[src/rtl/mic_peak_tracker.sv]
// Microphone front end: display-scaled sample, windowed peak, volume index
// and a sustained-silence flag, all held while freeze is high.
module mic_peak_tracker #(
  parameter int IN_W          = 12,
  parameter int OUT_W         = 10,
  parameter int WINDOW        = 4000,
  parameter int QUIET_TH      = 200,
  parameter int QUIET_WINDOWS = 50
) (
  input  logic             clk_sample,
  input  logic             rst_n,
  input  logic             freeze,
  input  logic [IN_W-1:0]  mic_in,
  output logic [OUT_W-1:0] wave_sample,
  output logic [OUT_W-1:0] sample_max,
  output logic             max_valid,
  output logic [3:0]       volume_level,
  output logic             quiet
);

  localparam int CNT_W     = (WINDOW > 1) ? $clog2(WINDOW) : 1;
  localparam int QCNT_W    = $clog2(QUIET_WINDOWS + 1);
  localparam int VOL_BASE  = 1 << (OUT_W - 1);
  localparam int VOL_STEP  = 1 << (OUT_W - 5);
  localparam int VOL_STEPS = 15;

  typedef enum logic [1:0] {
    PRIME  = 2'd0,
    RUN    = 2'd1,
    FROZEN = 2'd2
  } state_t;

  state_t state_q, state_d;
  state_t ret_q, ret_d;
  state_t eff_state;

  logic [CNT_W-1:0]  cnt_q, cnt_d;
  logic [OUT_W-1:0]  run_max_q, run_max_d;
  logic [QCNT_W-1:0] qcnt_q, qcnt_d;
  logic [OUT_W-1:0]  wave_q, wave_d;
  logic [OUT_W-1:0]  smax_q, smax_d;
  logic              mvalid_q, mvalid_d;
  logic [3:0]        vol_q, vol_d;
  logic              quiet_q, quiet_d;

  logic [OUT_W-1:0]  s;
  logic [OUT_W-1:0]  peak_new;
  logic              win_end;
  logic              advance;
  logic              close_window;
  logic [VOL_STEPS-1:0] vol_hit;
  logic [3:0]        vol_new;
  logic              quiet_win;
  logic [QCNT_W-1:0] qcnt_next;

  assign s        = mic_in[IN_W-1 -: OUT_W];
  assign peak_new = (s > run_max_q) ? s : run_max_q;
  assign win_end  = (cnt_q == CNT_W'(WINDOW - 1));

  generate
    if (IN_W > OUT_W) begin : g_lsbs
      logic unused_lsbs;
      assign unused_lsbs = ^mic_in[IN_W-OUT_W-1:0];
    end
  endgenerate

  // -------------------------------------------------------------------------
  // Control FSM
  // -------------------------------------------------------------------------
  always_ff @(posedge clk_sample or negedge rst_n) begin
    if (!rst_n) begin
      state_q <= PRIME;
      ret_q   <= PRIME;
    end else begin
      state_q <= state_d;
      ret_q   <= ret_d;
    end
  end

  // FROZEN remembers where it came from so a PRIME window survives a freeze.
  assign eff_state = (state_q == FROZEN) ? ret_q : state_q;

  always_comb begin
    state_d = state_q;
    ret_d   = ret_q;
    if (freeze) begin
      state_d = FROZEN;
      if (state_q != FROZEN) begin
        ret_d = state_q;
      end
    end else if (eff_state == PRIME && win_end) begin
      state_d = RUN;
    end else begin
      state_d = eff_state;
    end
  end

  always_comb begin
    advance = 1'b0;
    case (state_q)
      PRIME, RUN: advance = !freeze;
      FROZEN:     advance = !freeze;
      default:    advance = 1'b0;
    endcase
    close_window = advance && win_end;
  end

  // -------------------------------------------------------------------------
  // Volume: thermometer of thresholds VOL_BASE + k*VOL_STEP, k = 1..15
  // -------------------------------------------------------------------------
  generate
    for (genvar gi = 1; gi <= VOL_STEPS; gi++) begin : g_vol
      assign vol_hit[gi-1] = (peak_new >= OUT_W'(VOL_BASE + VOL_STEP * gi));
    end
  endgenerate

  always_comb begin
    vol_new = 4'd0;
    for (int i = 0; i < VOL_STEPS; i++) begin
      if (vol_hit[i]) begin
        vol_new = 4'(i + 1);
      end
    end
  end

  assign quiet_win = (peak_new < OUT_W'(QUIET_TH));

  always_comb begin
    qcnt_next = '0;
    if (quiet_win) begin
      qcnt_next = (qcnt_q == QCNT_W'(QUIET_WINDOWS)) ? qcnt_q : qcnt_q + QCNT_W'(1);
    end
  end

  // -------------------------------------------------------------------------
  // Datapath
  // -------------------------------------------------------------------------
  always_comb begin
    cnt_d     = cnt_q;
    run_max_d = run_max_q;
    qcnt_d    = qcnt_q;
    wave_d    = wave_q;
    smax_d    = smax_q;
    mvalid_d  = 1'b0;
    vol_d     = vol_q;
    quiet_d   = quiet_q;
    if (advance) begin
      wave_d = s;
      if (close_window) begin
        // The closing sample belongs to this window, never the next one.
        smax_d    = peak_new;
        mvalid_d  = 1'b1;
        run_max_d = '0;
        cnt_d     = '0;
        vol_d     = vol_new;
        qcnt_d    = qcnt_next;
        quiet_d   = (qcnt_next == QCNT_W'(QUIET_WINDOWS));
      end else begin
        run_max_d = peak_new;
        cnt_d     = cnt_q + CNT_W'(1);
      end
    end
  end

  always_ff @(posedge clk_sample or negedge rst_n) begin
    if (!rst_n) begin
      cnt_q     <= '0;
      run_max_q <= '0;
      qcnt_q    <= '0;
      wave_q    <= '0;
      smax_q    <= '0;
      mvalid_q  <= 1'b0;
      vol_q     <= 4'd0;
      quiet_q   <= 1'b0;
    end else begin
      cnt_q     <= cnt_d;
      run_max_q <= run_max_d;
      qcnt_q    <= qcnt_d;
      wave_q    <= wave_d;
      smax_q    <= smax_d;
      mvalid_q  <= mvalid_d;
      vol_q     <= vol_d;
      quiet_q   <= quiet_d;
    end
  end

  assign wave_sample  = wave_q;
  assign sample_max   = smax_q;
  assign max_valid    = mvalid_q;
  assign volume_level = vol_q;
  assign quiet        = quiet_q;

endmodule

[config.mk]
export PLATFORM = sky130hd
export DESIGN_NAME = mic_peak_tracker
export DESIGN_NICKNAME = d
export VERILOG_FILES = /design/src/rtl/mic_peak_tracker.sv
export SDC_FILE = /design/constraint.sdc
export NUM_CORES = 1
export LEC_CHECK = 0
export ABC_AREA = 1
export CORE_MARGIN = 10
export CORE_UTILIZATION = 35
export CTS_BUF_LIST = sky130_fd_sc_hd__clkbuf_16
export CTS_CLUSTER_DIAMETER = 120
export DETAILED_ROUTE_END_ITERATION = 6
export PLACE_DENSITY = 0.61
export SLEW_MARGIN = 25
export SYNTH_ARGS = -nofsm -noshare
export SYNTH_HDL_FRONTEND = slang
export SYNTH_SLANG_ARGS = --single-unit
[constraint.sdc]
create_clock -name clk_sample -period 5.85 [get_ports clk_sample]
set_input_delay 1.4625 -clock clk_sample [delete_from_list [all_inputs] [get_ports clk_sample]]
set_output_delay 1.4625 -clock clk_sample [all_outputs]
set_load 0.01 [all_outputs]
# --- Word-level counts from Yosys, hierarchy flattened ---
# Cells that the tools add are included.
# W data, S select, Z words.
totals:
  ff_bits: 58
  inputBits: 15
  output_inout_bits: 26
  wordCells: 69
op_classes:
  add_sub_neg: 2
  n_lt_le_gt_ge: 17
  eq_ne: 6
  muxes: 26
  n_reduce_logical: 8
ops:
  columns: ["cell", "n"]
  rows:
  - ["$ge A10 B10 Y1 const B", 15]
  - ["$mux W4", 14]
  - ["$mux W10", 2]
  - ["$add A12 B1 Y12 const B", 1]
  - ["$eq A12 B12 Y1 const B", 1]
  - ["$eq A6 B6 Y1 const B", 2]
  - ["$mux W12", 1]
  - ["$mux W6", 2]
  - ["$gt A10 B10 Y1", 1]
  - ["$lt A10 B8 Y1 const B", 1]
  - ["$add A6 B1 Y6 const B", 1]
  - ["$mux W2", 3]
  - ["$logic_not A2 Y1", 2]
  - ["$mux W1", 4]
  - ["$reduce_and A2 Y1", 2]
  - ["$reduce_or A3 Y1", 1]
  - ["$eq A2 B1 Y1 const B", 1]
  - ["$eq A2 B2 Y1 const B", 1]
  - ["$logic_and A1 B1 Y1", 2]
  - ["$ne A2 B2 Y1 const B", 1]
  - ["$logic_not A1 Y1", 1]

# --- Logic depth before layout (Yosys ltp) ---
depth:
  depth_word: 18
  mapped_depth: 19
  ltp_nobuf: 19

# --- Worst setup path before layout ---
# OpenSTA, ideal clock, no wires.
synth_path:
  kind: "input to register"
  start: "input mic_in[11]"
  end: "register qcnt_q[2]"
  setup_time_ps: 77
  t_arrival_ps: 2934
  required_ps: 5773
  setup_slack_ps: 2839
  cell_stages: 13
  n_path_buf: 1
  cell_sequence: "ha_1 -> nand2_2 -> inv_2 -> a21oi_2 -> nand3_4 -> nand2_4 -> buf_8 -> nand2_1 -> nand2_2 -> nand3_2 -> nand2_2 -> nand3_2 -> o21ai_1"
synth_between:
  elab_chain_cells: 4
synth_rtl:
  columns: ["item", "line", "rtl"]
  rows:
  - ["start: declaration", "13", "input logic [IN_W-1:0] mic_in,"]
  - ["$gt A10 B10 Y1", "57", "assign peak_new = (s > run_max_q) ? s : run_max_q;"]
  - ["$mux W10 (*)", "57", null]
  - ["$lt A10 B8 Y1 (*)", "126", "assign quiet_win = (peak_new < OUT_W'(QUIET_TH));"]
  - ["$mux W6 (*)", "130", "if (quiet_win) begin"]
  - ["end signal: assignment", "178", "qcnt_q <= qcnt_d;"]
  - ["end: declaration", "39", "logic [QCNT_W-1:0] qcnt_q, qcnt_d;"]
# Mark *: on every way between the ends. The rest lies on a longest branch, timed or not.
# A chain may end at the register's enable or synchronous reset.

# --- Worst setup path in the final report ---
layout_path:
  start: "input freeze"
  end: "register qcnt_q[4]"
layout_between:
  elab_chain_cells: 4
layout_rtl:
  columns: ["item", "line", "rtl"]
  rows:
  - ["start: declaration", "12", "input logic freeze,"]
  - ["$logic_not A1 Y1 (*)", "101, 102", null]
  - ["$mux W1 (*)", null, null]
  - ["$logic_and A1 B1 Y1", "105", "close_window = advance && win_end;"]
  - ["$reduce_and A2 Y1 (no source line) (*)", null, null]
# Marks and branches as above.

==> summary.txt <==
STA
  – Slew of the pin with the lowest slew margin: 0.741 ns
  – Max-slew headroom: 50.6%
  – Tmin final: 3.79 ns
  – Final Hold Viols: 0
  – Setup TNS: 0 ns
  – Fin Clk Skew: 0.00687 ns
  – RSZ-0062 raised after global routing: false
  – Fmax: 0.264 GHz
  – Number of setup violations in the final report: 0
  – Period utilization: 64.8%
  – Max Slew Vio Count: 0

Routing
  – DR iter-0 viols: 86
  – WL final: 6950 um
  – DR vias/cell: 4.78
  – Routed via count: 2,524
  – Number of routed nets with antenna violations: 0
  – First drt pass iteration count: 4
  – DRC violations left: 0
  – WL/cell: 13.2 um

Worst setup path
  – CP top delay family: buffers and inverters
  – Worst Path Arrival: 3.99 ns
  – CP Buf/Inv Count: 5
  – CP Class: primary input to flip-flop
  – Worst r2r path cells: 7
  – Startpoint Class: primary input
  – RR Startpoint: state_q[1]$_DFF_PN0_
  – Reg2reg end: qcnt_q[4]$_DFFE_PN0P_
  – Flop2flop setup slack: 3.30 ns
  – Critical Path Fanout Max: 22
  – CP peak stage delay: 0.66 ns
  – Crit path top cell by count: inv_1
  – Required @ worst endpoint: 6.05 ns
  – Crit end category: flip-flop
  – CP max-delay cell: inv_1
  – Worst path cell trace: clkdlybuf4s50_1 > inv_1 > nand2_1 > inv_1 > nand4_1 > buf_4 > inv_1 > o22ai_1

Run status
  – Status: complete, no violations

Place
  – Final Wtd Congestion: 0.817
  – Number of input and output port buffers inserted: 38
  – Hpwl dp: 5170 um

Layout
  – Most frequent cells in the layout: nand2_1 (90), inv_1 (59), dfrtp_1 (58)
  – Share of cells above drive strength 1: 8.10%
  – Commonest non-fill, non-tap cell in the layout: nand2_1
  – Area Growth Syn to Fin: 23.6%
  – Fill cells: 855
  – Antenna fix cells: 0
  – Nets: 446
  – Fin util: 43.8%

Floorplanning
  – Die height: 114 um
  – Die width: 114 um
  – Top Ports: 41
  – Rows: 34
  – CORE AREA: 8640 um2
  – Die Area: 12,900 um2
  – Initial Utilization: 35.4%

Global routing
  – First-pass GRT wire length: 11,900 um
  – Global route overflow: 0
  – Largest net degree at the start of global routing: 59
  – GR Util All Layers: 11.4%
  – Number of global-route vias before repair: 2,439
  – Initial antenna violation count: 0

Flow run
  – Maxcap violations: 0

Yosys
  – Mapped Cells: 375
  – Synth Cell Area: 3060 um2
  – Count of cell types in the netlist: 32
  – Sequential area share after synthesis: 47.4%
  – Yosys reg bits: 58
  – Number of synthesis warnings: 0
  – Syn avg cell area: 8.16 um2
  – Synth Net Count: 403

Pwr
  – Leakage: 1.88 nW
  – Peak VDD IR: 0.161 mV
  – Power consumption: 1.60 mW
  – Pwr per Cell Area: 424 nW/um2

Clock network
  – Number of gates resized after cts: 0
  – Clock root cell: clkbuf_16
  – Cts bufs inserted: 9
  – CTS tree: built
  – CTS Buffer Depth: 2
  – Reg clk slew, reported paths: 0.05 ns
  – Clk sinks: 58
  – Post-CTS Hold Buffers: 0
  – Post-CTS Setup Bufs: 0
  – # H-tree levels: 3
  – Worst-Skew Late Latency: 0.32 ns

Hold path
  – HP Start: wave_sample[9]$_DFFE_PN0P_
  – Worst Hold End: wave_sample[9]$_DFFE_PN0P_
  – Hold path cells: 2
  – Worst min path class: flip-flop to flip-flop
==> synth_stat cells <==
cell      instances  area (um2)
buf_2             1        5.00
a21oi_2           1        8.76
a31oi_1           1        6.26
dfrtp_1          58        1450
o21ai_0          30         150
nor2_2            1        6.26
o31ai_1           2        15.0
o21ai_1           2        10.0
buf_8             1        15.0
nand2_1          90         338
nor3_1            9        45.0
or2_2             1        6.26
a21oi_1           7        35.0
nand3_4           1        17.5
o21ai_4           1        16.3
and3_1            1        6.26
nand2_2           8        50.1
clkbuf_1          5        18.8
nor2_1           29         109
o22ai_1          14        87.6
nand3_1          19        95.1
nand4_1           7        43.8
nor2_4            2        22.5
ha_1             13         163
inv_2             2        7.51
inv_1            57         214
nand4_4           1        21.3
buf_1             1        3.75
nand2_4           1        11.3
o21ai_2           1        8.76
nand3_2           2        20.0
xor2_1            6        52.6
==> area by class of cell <==
class,instances,area [um2],share of cell area [%]
flip-flops and latches,58,1450,38.4
multi-input cells,250,1350,35.5
repair buffers,40,390,10.3
clock buffers,9,225,5.95
inverters,59,221,5.85
well taps,108,135,3.57
clock inverters,4,15.0,0.397
==> routing by layer <==
| metal | part of all wire, % | global-route usage, % | wire [um] | vias up |
|---|---|---|---|---|
| met2 | 47 | 17.9 | 3290 | 42 |
| met1 | 45 | 13.5 | 3160 | 1176 |
| li1 | - | - | - | 1297 |
| met3 | 5.6 | 4.88 | 386 | 9 |
| met4 | 1.6 | 4.48 | 113 | 0 |
| met5 | 0 | 0 | 0 | - |
==> worst max path at each step <==
stage	to	slack [ns]	from	cells after the start
6_report	qcnt_q[4]$_DFFE_PN0P_	2.06	freeze	8
5_1_grt	cnt_q[7]$_DFFE_PN0P_	1.73	freeze	11
4_1_cts	qcnt_q[4]$_DFFE_PN0P_	2.06	freeze	8
3_5_place_dp	qcnt_q[4]$_DFFE_PN0P_	1.72	freeze	8
3_3_place_gp	qcnt_q[0]$_DFFE_PN0P_	1.75	freeze	8
2_1_floorplan	qcnt_q[2]$_DFFE_PN0P_	2.84	mic_in[11]	13
==> report_power, final <==
group          total [mW]  leakage [nW]  switching, mW  internal (mW)
Sequential          0.562         0.715         0.0594          0.503
Combinational       0.608          1.04          0.392          0.216
Clock               0.434         0.125          0.163          0.272
==> flip-flops by register name, summed over array words and instances (netlist names) <==
name          flops
run_max_q        10
qcnt_q            6
volume_level      4
sample_max       10
state_q           2
quiet             1
wave_sample      10
ret_q             2
cnt_q            12
max_valid         1
==> cells by family (layout without fill, tap and decap cells) <==
group	Yosys count	after routing	synth area share [%]
compound gates	59	59	11.0
buf+inv	67	112	8.63
flops	58	58	47.4
xor+xnor	6	6	1.72
fa+ha+maj	13	13	5.31
simple gates	172	172	25.9
==> stage by stage <==
step / setup WS [ns] / instance area (um2) / hold WS [ns] / cells
final: 2.06 / 3780 / 0.481 / 528
after global routing: 1.73 / 3780 / 0.505 / 528
after CTS: 2.06 / 3780 / 0.484 / 528
after detailed placement: 1.72 / 3540 / 0.468 / 515
after global placement: 1.75 / 3540 / 0.464 / 515
after floorplan: 2.84 / 3060 / 0.463 / 375
==> worst reg2reg max path, delay by kind of cell, from the launching register on <==
kind | cells | cell delay [ns]
AND/OR/NAND/NOR | 3 | 0.81
flip-flops | 1 | 0.41
AO/OA/AOI/OAI | 1 | 0.10
buffers and inverters | 3 | 1.13
Note: power is estimated with default switching activity, not from simulation.
